File: src/rtl/ymc_control_if.sv
// Bundle between the multicycle control unit and the yIF/yID/yEX/yDM/yWB datapath.
// mem_ready: the data memory drives it high in the cycle an access completes; it is only sampled in MEM.
interface ymc_control_if #(
  parameter int CNT_W = 32
);
  logic [31:0]      ins;
  logic             zero;
  logic             mem_ready;
  logic             PCWrite;
  logic [1:0]       pc_sel;
  logic             IRWrite;
  logic             RegWrite;
  logic             ALUSrc;
  logic [1:0]       wb_sel;
  logic             MemRead;
  logic             MemWrite;
  logic [2:0]       op;
  logic [2:0]       state;
  logic             illegal;
  logic             timeout;
  logic [CNT_W-1:0] instret;

  modport master (
    input  ins, zero, mem_ready,
    output PCWrite, pc_sel, IRWrite, RegWrite, ALUSrc, wb_sel,
           MemRead, MemWrite, op, state, illegal, timeout, instret
  );

  modport slave (
    output ins, zero, mem_ready,
    input  PCWrite, pc_sel, IRWrite, RegWrite, ALUSrc, wb_sel,
           MemRead, MemWrite, op, state, illegal, timeout, instret
  );
endinterface

File: src/rtl/ymc_control.sv
// Multicycle control FSM: FETCH/DECODE/EXEC/MEM/WB with a memory-wait timeout,
// sticky illegal/timeout flags and a retired-instruction counter.
module ymc_control #(
  parameter int CNT_W           = 32,
  parameter int TMO_W           = 4,
  parameter bit HALT_ON_ILLEGAL = 1'b1
) (
  input  logic          clk,
  input  logic          reset,
  ymc_control_if.master bus
);

  typedef enum logic [2:0] {
    S_FETCH  = 3'd0,
    S_DECODE = 3'd1,
    S_EXEC   = 3'd2,
    S_MEM    = 3'd3,
    S_WB     = 3'd4,
    S_HALT   = 3'd5
  } state_t;

  localparam logic [6:0] OPC_R     = 7'h33;
  localparam logic [6:0] OPC_I     = 7'h13;
  localparam logic [6:0] OPC_LOAD  = 7'h03;
  localparam logic [6:0] OPC_STORE = 7'h23;
  localparam logic [6:0] OPC_BEQ   = 7'h63;
  localparam logic [6:0] OPC_JAL   = 7'h6F;

  // Last wait count before saturation; a miss here is the final allowed wait cycle.
  localparam logic [TMO_W-1:0] WAIT_LAST = {{(TMO_W-1){1'b1}}, 1'b0};

  state_t           state_q, state_d;
  logic [6:0]       opc_q, opc_d;
  logic [2:0]       f3_q, f3_d;
  logic             f7b5_q, f7b5_d;
  logic [TMO_W-1:0] wait_q, wait_d;
  logic             illegal_q, illegal_d;
  logic             timeout_q, timeout_d;
  logic [CNT_W-1:0] instret_q, instret_d;

  logic       pc_write, ir_write, reg_write, alu_src, mem_read, mem_write, retire;
  logic [1:0] pc_sel, wb_sel;
  logic [2:0] alu_op;
  logic       is_load, is_store, is_beq, is_jal, is_r;

  logic unused_ins;
  assign unused_ins = ^{bus.ins[31], bus.ins[29:15], bus.ins[11:7]};

  function automatic logic opc_legal(input logic [6:0] o);
    return (o == OPC_R) || (o == OPC_I) || (o == OPC_LOAD) ||
           (o == OPC_STORE) || (o == OPC_BEQ) || (o == OPC_JAL);
  endfunction

  function automatic logic [2:0] alu_map(input logic [6:0] o, input logic [2:0] f3,
                                         input logic f7b5);
    logic [2:0] r;
    r = 3'b010;
    if (o == OPC_BEQ) begin
      r = 3'b110;
    end else if ((o == OPC_R) || (o == OPC_I)) begin
      case (f3)
        3'b000:  r = ((o == OPC_R) && f7b5) ? 3'b110 : 3'b010;
        3'b111:  r = 3'b000;
        3'b110:  r = 3'b001;
        3'b010:  r = 3'b111;
        default: r = 3'b010;
      endcase
    end
    return r;
  endfunction

  assign is_load  = (opc_q == OPC_LOAD);
  assign is_store = (opc_q == OPC_STORE);
  assign is_beq   = (opc_q == OPC_BEQ);
  assign is_jal   = (opc_q == OPC_JAL);
  assign is_r     = (opc_q == OPC_R);

  always_comb begin
    state_d   = state_q;
    opc_d     = opc_q;
    f3_d      = f3_q;
    f7b5_d    = f7b5_q;
    wait_d    = wait_q;
    illegal_d = illegal_q;
    timeout_d = timeout_q;
    instret_d = instret_q;
    pc_write  = 1'b0;
    ir_write  = 1'b0;
    reg_write = 1'b0;
    alu_src   = 1'b0;
    mem_read  = 1'b0;
    mem_write = 1'b0;
    retire    = 1'b0;
    pc_sel    = 2'd0;
    wb_sel    = 2'd0;
    alu_op    = 3'd0;

    // ALU controls only matter once the opcode fields have been latched.
    if ((state_q == S_EXEC) || (state_q == S_MEM) || (state_q == S_WB)) begin
      alu_op  = alu_map(opc_q, f3_q, f7b5_q);
      alu_src = !(is_r || is_beq);
    end

    case (state_q)
      S_FETCH: begin
        ir_write = 1'b1;
        state_d  = S_DECODE;
      end
      S_DECODE: begin
        opc_d  = bus.ins[6:0];
        f3_d   = bus.ins[14:12];
        f7b5_d = bus.ins[30];
        if (opc_legal(bus.ins[6:0])) begin
          state_d = S_EXEC;
        end else if (HALT_ON_ILLEGAL) begin
          illegal_d = 1'b1;
          state_d   = S_HALT;
        end else begin
          pc_write = 1'b1;
          retire   = 1'b1;
          state_d  = S_FETCH;
        end
      end
      S_EXEC: begin
        if (is_beq) begin
          pc_write = 1'b1;
          pc_sel   = bus.zero ? 2'd1 : 2'd0;
          retire   = 1'b1;
          state_d  = S_FETCH;
        end else if (is_load || is_store) begin
          state_d = S_MEM;
        end else begin
          state_d = S_WB;
        end
      end
      S_MEM: begin
        mem_read  = is_load;
        mem_write = is_store;
        if (bus.mem_ready) begin
          wait_d = '0;
          if (is_load) begin
            state_d = S_WB;
          end else begin
            pc_write = 1'b1;
            retire   = 1'b1;
            state_d  = S_FETCH;
          end
        end else if (wait_q == WAIT_LAST) begin
          wait_d    = '0;
          timeout_d = 1'b1;
          state_d   = S_HALT;
        end else begin
          wait_d = wait_q + TMO_W'(1);
        end
      end
      S_WB: begin
        reg_write = 1'b1;
        pc_write  = 1'b1;
        retire    = 1'b1;
        if (is_jal) begin
          wb_sel = 2'd2;
          pc_sel = 2'd2;
        end else if (is_load) begin
          wb_sel = 2'd1;
        end
        state_d = S_FETCH;
      end
      S_HALT: begin
        state_d = S_HALT;
      end
      default: begin
        state_d = S_FETCH;
      end
    endcase

    if (retire) begin
      instret_d = instret_q + CNT_W'(1);
    end
  end

  always_ff @(posedge clk or posedge reset) begin
    if (reset) begin
      state_q   <= S_FETCH;
      opc_q     <= '0;
      f3_q      <= '0;
      f7b5_q    <= 1'b0;
      wait_q    <= '0;
      illegal_q <= 1'b0;
      timeout_q <= 1'b0;
      instret_q <= '0;
    end else begin
      state_q   <= state_d;
      opc_q     <= opc_d;
      f3_q      <= f3_d;
      f7b5_q    <= f7b5_d;
      wait_q    <= wait_d;
      illegal_q <= illegal_d;
      timeout_q <= timeout_d;
      instret_q <= instret_d;
    end
  end

  // Gate with reset so an in-flight instruction issues nothing the moment reset rises.
  assign bus.PCWrite  = pc_write  & ~reset;
  assign bus.IRWrite  = ir_write  & ~reset;
  assign bus.RegWrite = reg_write & ~reset;
  assign bus.MemRead  = mem_read  & ~reset;
  assign bus.MemWrite = mem_write & ~reset;
  assign bus.ALUSrc   = alu_src   & ~reset;
  assign bus.pc_sel   = reset ? 2'd0 : pc_sel;
  assign bus.wb_sel   = reset ? 2'd0 : wb_sel;
  assign bus.op       = reset ? 3'd0 : alu_op;
  assign bus.state    = state_q;
  assign bus.illegal  = illegal_q;
  assign bus.timeout  = timeout_q;
  assign bus.instret  = instret_q;

endmodule

File: src/flat_wrapper.sv
// flat-port wrapper written by rule: the top's interface ports become plain ports
module ymc_control_flat 
#(
  parameter int CNT_W           = 32,
  parameter int TMO_W           = 4,
  parameter bit HALT_ON_ILLEGAL = 1'b1
)
  (clk, reset, bus_ins, bus_zero, bus_mem_ready, bus_PCWrite, bus_pc_sel, bus_IRWrite, bus_RegWrite, bus_ALUSrc, bus_wb_sel, bus_MemRead, bus_MemWrite, bus_op, bus_state, bus_illegal, bus_timeout, bus_instret);
  ymc_control_if #(.CNT_W(CNT_W)) bus_i ();
  input  logic clk;
  input  logic reset;
  input wire logic [$bits(bus_i.ins)-1:0] bus_ins;
  input wire logic [$bits(bus_i.zero)-1:0] bus_zero;
  input wire logic [$bits(bus_i.mem_ready)-1:0] bus_mem_ready;
  output wire logic [$bits(bus_i.PCWrite)-1:0] bus_PCWrite;
  output wire logic [$bits(bus_i.pc_sel)-1:0] bus_pc_sel;
  output wire logic [$bits(bus_i.IRWrite)-1:0] bus_IRWrite;
  output wire logic [$bits(bus_i.RegWrite)-1:0] bus_RegWrite;
  output wire logic [$bits(bus_i.ALUSrc)-1:0] bus_ALUSrc;
  output wire logic [$bits(bus_i.wb_sel)-1:0] bus_wb_sel;
  output wire logic [$bits(bus_i.MemRead)-1:0] bus_MemRead;
  output wire logic [$bits(bus_i.MemWrite)-1:0] bus_MemWrite;
  output wire logic [$bits(bus_i.op)-1:0] bus_op;
  output wire logic [$bits(bus_i.state)-1:0] bus_state;
  output wire logic [$bits(bus_i.illegal)-1:0] bus_illegal;
  output wire logic [$bits(bus_i.timeout)-1:0] bus_timeout;
  output wire logic [$bits(bus_i.instret)-1:0] bus_instret;
  assign bus_i.ins = bus_ins;
  assign bus_i.zero = bus_zero;
  assign bus_i.mem_ready = bus_mem_ready;
  assign bus_PCWrite = bus_i.PCWrite;
  assign bus_pc_sel = bus_i.pc_sel;
  assign bus_IRWrite = bus_i.IRWrite;
  assign bus_RegWrite = bus_i.RegWrite;
  assign bus_ALUSrc = bus_i.ALUSrc;
  assign bus_wb_sel = bus_i.wb_sel;
  assign bus_MemRead = bus_i.MemRead;
  assign bus_MemWrite = bus_i.MemWrite;
  assign bus_op = bus_i.op;
  assign bus_state = bus_i.state;
  assign bus_illegal = bus_i.illegal;
  assign bus_timeout = bus_i.timeout;
  assign bus_instret = bus_i.instret;
  ymc_control #(.CNT_W(CNT_W), .TMO_W(TMO_W), .HALT_ON_ILLEGAL(HALT_ON_ILLEGAL)) u_core (.clk(clk), .reset(reset), .bus(bus_i));
endmodule
File: config.mk
export PLATFORM = sky130hd
export DESIGN_NAME = ymc_control_flat
export DESIGN_NICKNAME = d
export VERILOG_FILES = /design/src/rtl/ymc_control_if.sv /design/src/rtl/ymc_control.sv /design/src/flat_wrapper.sv
export SDC_FILE = /design/constraint.sdc
export NUM_CORES = 1
export LEC_CHECK = 0
export CORE_MARGIN = 8
export CORE_UTILIZATION = 50
export DETAILED_ROUTE_END_ITERATION = 8
export PLACE_DENSITY = 0.86
export SYNTH_ARGS = -nofsm -noshare
export SYNTH_HDL_FRONTEND = slang
export SYNTH_SLANG_ARGS = --single-unit
File: constraint.sdc
create_clock -name clk -period 5.9 [get_ports clk]
set_input_delay 1.18 -clock clk [delete_from_list [all_inputs] [get_ports clk]]
set_output_delay 1.18 -clock clk [all_outputs]
set_load 0.02 [all_outputs]
Word level (Yosys, flattened, before mapping)
Index checks and enable logic that the tools add are counted.
{"block": "totals", "in_bits": 36, "output_inout_bits": 50, "register_bits": 52}
{"block": "classes", "mux": 33, "n_reduce_logical": 16, "n_bitwise": 9, "addsub": 2, "n_eq_ne": 22}
{"op": "3-bit 2-to-1 mux", "count": 11}
{"op": "32-bit by 1-bit adder with 32-bit output, second input constant", "count": 1}
{"op": "7-bit by 6-bit == test with 1-bit output, second input constant", "count": 4}
{"op": "7-bit == test, second input constant", "count": 4}
{"op": "3-bit case mux with 5 select lines", "count": 1}
{"op": "7-bit by 2-bit == test with 1-bit output, second input constant", "count": 2}
{"op": "7-bit by 5-bit == test with 1-bit output, second input constant", "count": 2}
{"op": "3-bit == test, second input constant", "count": 4}
{"op": "2-bit 2-to-1 mux", "count": 6}
{"op": "3-bit case mux with 4 select lines", "count": 1}
{"op": "1-bit logical OR", "count": 10}
{"op": "1-bit 2-to-1 mux", "count": 10}
{"op": "3-bit by 2-bit == test with 1-bit output, second input constant", "count": 3}
{"op": "4-bit 2-to-1 mux", "count": 2}
{"op": "1-bit AND", "count": 6}
{"op": "3-bit zero test", "count": 2}
{"op": "4-bit by 1-bit adder with 4-bit output, second input constant", "count": 1}
{"op": "4-bit == test, second input constant", "count": 1}
{"op": "2-bit case mux with 2 select lines", "count": 1}
{"op": "3-bit by 1-bit == test with 1-bit output, second input constant", "count": 1}
{"op": "3-bit inequality test, second input constant", "count": 1}
{"op": "1-bit inverter", "count": 3}
{"op": "1-bit case mux with 3 select lines", "count": 1}
{"op": "3-bit AND reduction", "count": 1}
{"op": "3 further kinds", "count": 3}

Logic depth before layout (Yosys ltp)
{"block": "logic_depth", "depth_word": 8, "depth_mapped": 7, "depth_no_buf": 6}

Worst setup path before layout
Ideal clock, no wire load.
{"block": "synth_path", "path_kind": "input-to-output", "from": "input reset", "to": "output bus_op[2]", "path_stages": 3, "arrival_ns": 3.220, "t_required_ns": 4.720, "path_slack_ns": 1.500, "cell_sequence": "inv_1 > nand2_1 > a211oi_1"}
{"block": "synth_via", "elab_chain_len": 1}
{"element": "start: declaration", "line": "flat_wrapper.sv:11", "text": "input logic reset;"}
{"element": "3-bit 2-to-1 mux", "line": "ymc_control.sv:212", "text": "assign bus.op = reset ? 3'd0 : alu_op;"}
{"element": "end: declaration", "line": "flat_wrapper.sv:23", "text": "output wire logic [$bits(bus_i.op)-1:0] bus_op;"}
No other way between the ends.

Worst setup path after layout
{"block": "layout_path", "from": "input bus_mem_ready", "to": "output bus_PCWrite"}
{"block": "layout_via", "elab_chain_len": 3}
{"element": "start: declaration", "line": "flat_wrapper.sv:14", "text": "input wire logic [$bits(bus_i.mem_ready)-1:0] bus_mem_ready;"}
{"element": "1-bit 2-to-1 mux", "line": "ymc_control.sv:139", "text": "if (bus.mem_ready) begin"}
{"element": "1-bit case mux with 3 select lines", "line": "ymc_control.sv:104", "text": "case (state_q)"}
{"element": "1-bit AND", "line": "ymc_control.sv:204", "text": "assign bus.PCWrite = pc_write & ~reset;"}
{"element": "end: declaration", "line": "flat_wrapper.sv:15", "text": "output wire logic [$bits(bus_i.PCWrite)-1:0] bus_PCWrite;"}
No other way between the ends.

==> flow_results.xml <==
<?xml version="1.0" encoding="UTF-8"?>
<metrics>
  <group name="finish">
    <metric name="fin_util" unit="">0.6738</metric>
    <metric name="flow.area_growth_from_synthesis" unit="%">29.29</metric>
    <metric name="final.fill_count" unit="">439</metric>
    <metric name="drive_above_1_share" unit="">0.1059</metric>
    <metric name="antenna_cells" unit="">0</metric>
    <metric name="finalNetCount" unit="">359</metric>
  </group>
  <group name="route">
    <metric name="detail_route.first_pass.iterations" unit="">4</metric>
    <metric name="drt_drc_violations_left" unit="">0</metric>
    <metric name="detailedRoute.firstIterationViolations" unit="">107</metric>
    <metric name="num_vias" unit="">2139</metric>
    <metric name="routed_wirelength" unit="µm">6197</metric>
    <metric name="avgViaCountPerCell" unit="">5.471</metric>
    <metric name="drt-wirelength-per-cell" unit="µm">15.85</metric>
    <metric name="antenna_left" unit="">0</metric>
  </group>
  <group name="sta">
    <metric name="min_period" unit="ns">4.540</metric>
    <metric name="timing.final.crit_share" unit="">0.7695</metric>
    <metric name="setup_viol_count_final" unit="">0</metric>
    <metric name="maxSlewViolCount" unit="">0</metric>
    <metric name="slew-limit-headroom" unit="">0.3908</metric>
    <metric name="worst_clock_skew" unit="ns">0.007392</metric>
    <metric name="hold_viol_final" unit="">0</metric>
    <metric name="max_freq" unit="MHz">220.3</metric>
    <metric name="rsz_0062_raised_after_global_routing" unit="">no</metric>
    <metric name="finalSetupTns" unit="ns">0</metric>
    <metric name="hold_ws" unit="ns">0.4788</metric>
    <metric name="transition_time_of_the_tightest_slew_check_pin" unit="ns">0.9105</metric>
  </group>
  <group name="critical_path">
    <metric name="timing.critical_path.slowest_stage_cell" unit="">nor2_1</metric>
    <metric name="setup.worst_path.end_class" unit="">output port</metric>
    <metric name="cp_max_fo" unit="">12</metric>
    <metric name="worstPathRequired" unit="ns">4.72</metric>
    <metric name="critical_path.startpoint_type" unit="">primary input</metric>
    <metric name="setup.worst_path.class" unit="">in -&gt; out</metric>
    <metric name="critical_path.max_stage_delay" unit="ns">0.73</metric>
    <metric name="crit_arrival" unit="ns">3.36</metric>
    <metric name="crit_chain" unit="">clkdlybuf4s50_1 &gt; inv_1 &gt; a211oi_2 &gt; nor2_1 &gt; nor2_1 &gt; clkdlybuf4s50_1</metric>
  </group>
  <group name="synth">
    <metric name="syn_inst" unit="">255</metric>
    <metric name="syn_area_per_cell" unit="µm²">10.51</metric>
    <metric name="synth_nets" unit="">294</metric>
    <metric name="synth_flop_cell" unit="">dfrtp_1</metric>
    <metric name="yosys_warnings" unit="">0</metric>
    <metric name="post_synth_instance_area" unit="mm²">0.002679</metric>
    <metric name="async_reset_ff_frac" unit="">1.000</metric>
    <metric name="ys_seq_elements" unit="">52</metric>
    <metric name="yosysUniqueCellTypes" unit="">48</metric>
    <metric name="synth_sequential_area_ratio" unit="">0.4858</metric>
    <metric name="synth-edff-count" unit="">0</metric>
  </group>
  <group name="clock_network">
    <metric name="clock_tree.htree_level_count" unit="">2</metric>
    <metric name="post-cts-setup-buffer-count" unit="">0</metric>
    <metric name="hold_buffers" unit="">0</metric>
    <metric name="clock_tree.buffer_depth" unit="">2</metric>
    <metric name="clock_sinks" unit="">52</metric>
    <metric name="clock-root-buffer" unit="">clkbuf_8</metric>
    <metric name="number_of_buffers_created_by_cts" unit="">5</metric>
    <metric name="post_cts.resized_instances" unit="">0</metric>
    <metric name="clk_pin_slew" unit="ns">0.09</metric>
    <metric name="clk_latency" unit="ns">0.30</metric>
    <metric name="cts_tree" unit="">done</metric>
  </group>
  <group name="placed_design">
    <metric name="placement.io_buffers" unit="">64</metric>
    <metric name="place.gp.congestion" unit="">0.7774</metric>
    <metric name="dp_hpwl" unit="µm">4511</metric>
  </group>
  <group name="floorplanning">
    <metric name="floorplan.die_area" unit="mm²">0.007956</metric>
    <metric name="start_util" unit="">0.5212</metric>
    <metric name="core.rowCount" unit="">26</metric>
    <metric name="die_height" unit="µm">89.20</metric>
    <metric name="chipWidth" unit="µm">89.20</metric>
    <metric name="ioPinCount" unit="">86</metric>
    <metric name="core" unit="mm²">0.005140</metric>
  </group>
  <group name="grt">
    <metric name="grt_first_pass_wirelength" unit="µm">10220</metric>
    <metric name="grt_start_max_net_pins" unit="">53</metric>
    <metric name="grt_pass1_vias" unit="">2108</metric>
    <metric name="antenna_violations_before_repair" unit="">0</metric>
    <metric name="globalRouteOverflowTotal" unit="">0</metric>
    <metric name="grt.total_usage" unit="">0.1632</metric>
  </group>
  <group name="job">
    <metric name="cap_viol_max_count" unit="">0</metric>
  </group>
  <group name="outcome">
    <metric name="status" unit="">completed</metric>
  </group>
  <group name="power">
    <metric name="pwr_density_cell" unit="mW/mm²">303.1</metric>
    <metric name="leakage_power_total" unit="nW">1.480</metric>
    <metric name="max-vdd-ir-drop" unit="µV">158.5</metric>
  </group>
  <group name="hold_path">
    <metric name="hp-class" unit="">reg -&gt; reg</metric>
  </group>
</metrics>
==> cells by family after synthesis <==
logic type               count (synthesis)  share of synthesized area
AO/OA/AOI/OAI                           29                    0.08688
multiplexers                            10                    0.04204
AND/OR/NAND/NOR                        109                     0.2307
XOR/XNOR                                32                     0.1046
buffers and inverters                   20                    0.03596
flip-flops                              52                     0.4858
adder cells (fa/ha/maj)                  3                    0.01401
==> metal layers <==
layer  vias up  global-route usage  wire (µm)
met5         -                   0          0
met1      1053              0.2097       2726
met2        60              0.2626       3028
met3         5             0.04596        403
met4         0             0.04381         39
li1       1021                   -          -
==> state kept, by name (all words and copies together), names as in the netlist <==
register,flops
u_core.bus.illegal,1
u_core.bus.instret,32
u_core.bus.state,3
u_core.bus.timeout,1
u_core.f3_q,3
u_core.f7b5_q,1
u_core.opc_q,7
u_core.wait_q,4
==> area by class of cell <==
cell class	instances	area, µm²	share of cell area
clock inverters	2	10.01	0.002890
clock buffers	6	82.58	0.02384
well taps	70	87.58	0.02529
multi-input cells	183	1281	0.3699
repair buffers	66	655.6	0.1893
inverters	12	45.04	0.01301
flip-flops and latches	52	1301	0.3757
==> Yosys cell counts, types with 2 or more instances <==
cell type,number,share of area
inv_1,12,0.017
buf_4,2,0.0056
ha_1,3,0.014
mux2_2,10,0.042
nor3_2,4,0.015
nor3_1,9,0.017
a21oi_1,5,0.0093
nand2b_1,3,0.0070
buf_2,5,0.0093
nor2b_1,4,0.0093
nand2_1,26,0.036
o21ai_0,8,0.015
xor2_1,15,0.049
and3_1,5,0.012
dfrtp_1,52,0.49
nor4_1,4,0.0093
nand3_1,11,0.021
or4_1,2,0.0056
xnor2_1,17,0.056
nand4_1,9,0.021
nor2_1,22,0.031
==> critical path: cells and delay by family <==
family	cells	cell delay, ns
compound gates	1	0.07
simple gates	2	0.88
buf+inv	3	1.24
==> path summary, 6_finish.rpt <==
path | start | to | slack (ns) | depth (start not counted)
max in group asynchronous | reset | u_core.bus.timeout$_DFFE_PP0P_ | 3.94 | 3
hold reg to reg | u_core.bus.illegal$_DFFE_PP0P_ | u_core.bus.illegal$_DFFE_PP0P_ | 0.48 | 1
setup reg to reg | u_core.opc_q[4]$_DFFE_PP0N_ | u_core.bus.instret[5]$_DFFE_PP0N_ | 3.73 | 5
setup / recovery | bus_mem_ready | bus_PCWrite | 1.36 | 6
hold / removal | u_core.bus.illegal$_DFFE_PP0P_ | u_core.bus.illegal$_DFFE_PP0P_ | 0.48 | 1
min in group asynchronous | reset | u_core.opc_q[0]$_DFFE_PP0N_ | 1.51 | 3
==> placed cells by master, fill, tap and decap left out, types with 2 or more instances in the layout <==
master           instances
clkdlybuf4s50_1         64
dfrtp_1                 52
nand2_1                 26
nor2_1                  22
xnor2_1                 17
xor2_1                  15
inv_1                   11
nand3_1                 11
mux2_2                  10
nor3_1                   9
nand4_1                  9
o21ai_0                  8
clkbuf_8                 6
and3_1                   5
a21oi_1                  5
nor4_1                   4
nor2b_1                  4
nor3_2                   4
nand2b_1                 3
ha_1                     3
or4_1                    2
clkinv_2                 2
buf_4                    2
==> report_power, final <==
part | switching [mW] | internal [mW] | leakage (nW)
clock | 0.114 | 0.0939 | 0.0510
sequential | 0.0984 | 0.425 | 0.650
combinational | 0.152 | 0.166 | 0.780
==> metrics by stage <==
stage                     worst slack (ns)  instances  power [mW]  cell area (µm²)
final                                1.360        391       1.050             3463
after detailed placement             1.304        383      0.8499             3371
after global routing                 1.198        391       1.113             3463
after CTS                            1.312        391       1.061             3463
after global placement               1.341        383      0.8363             3371
after floorplan                      1.500        255      0.7399             2679
No activity file was read; power rests on OpenSTA's default activity.
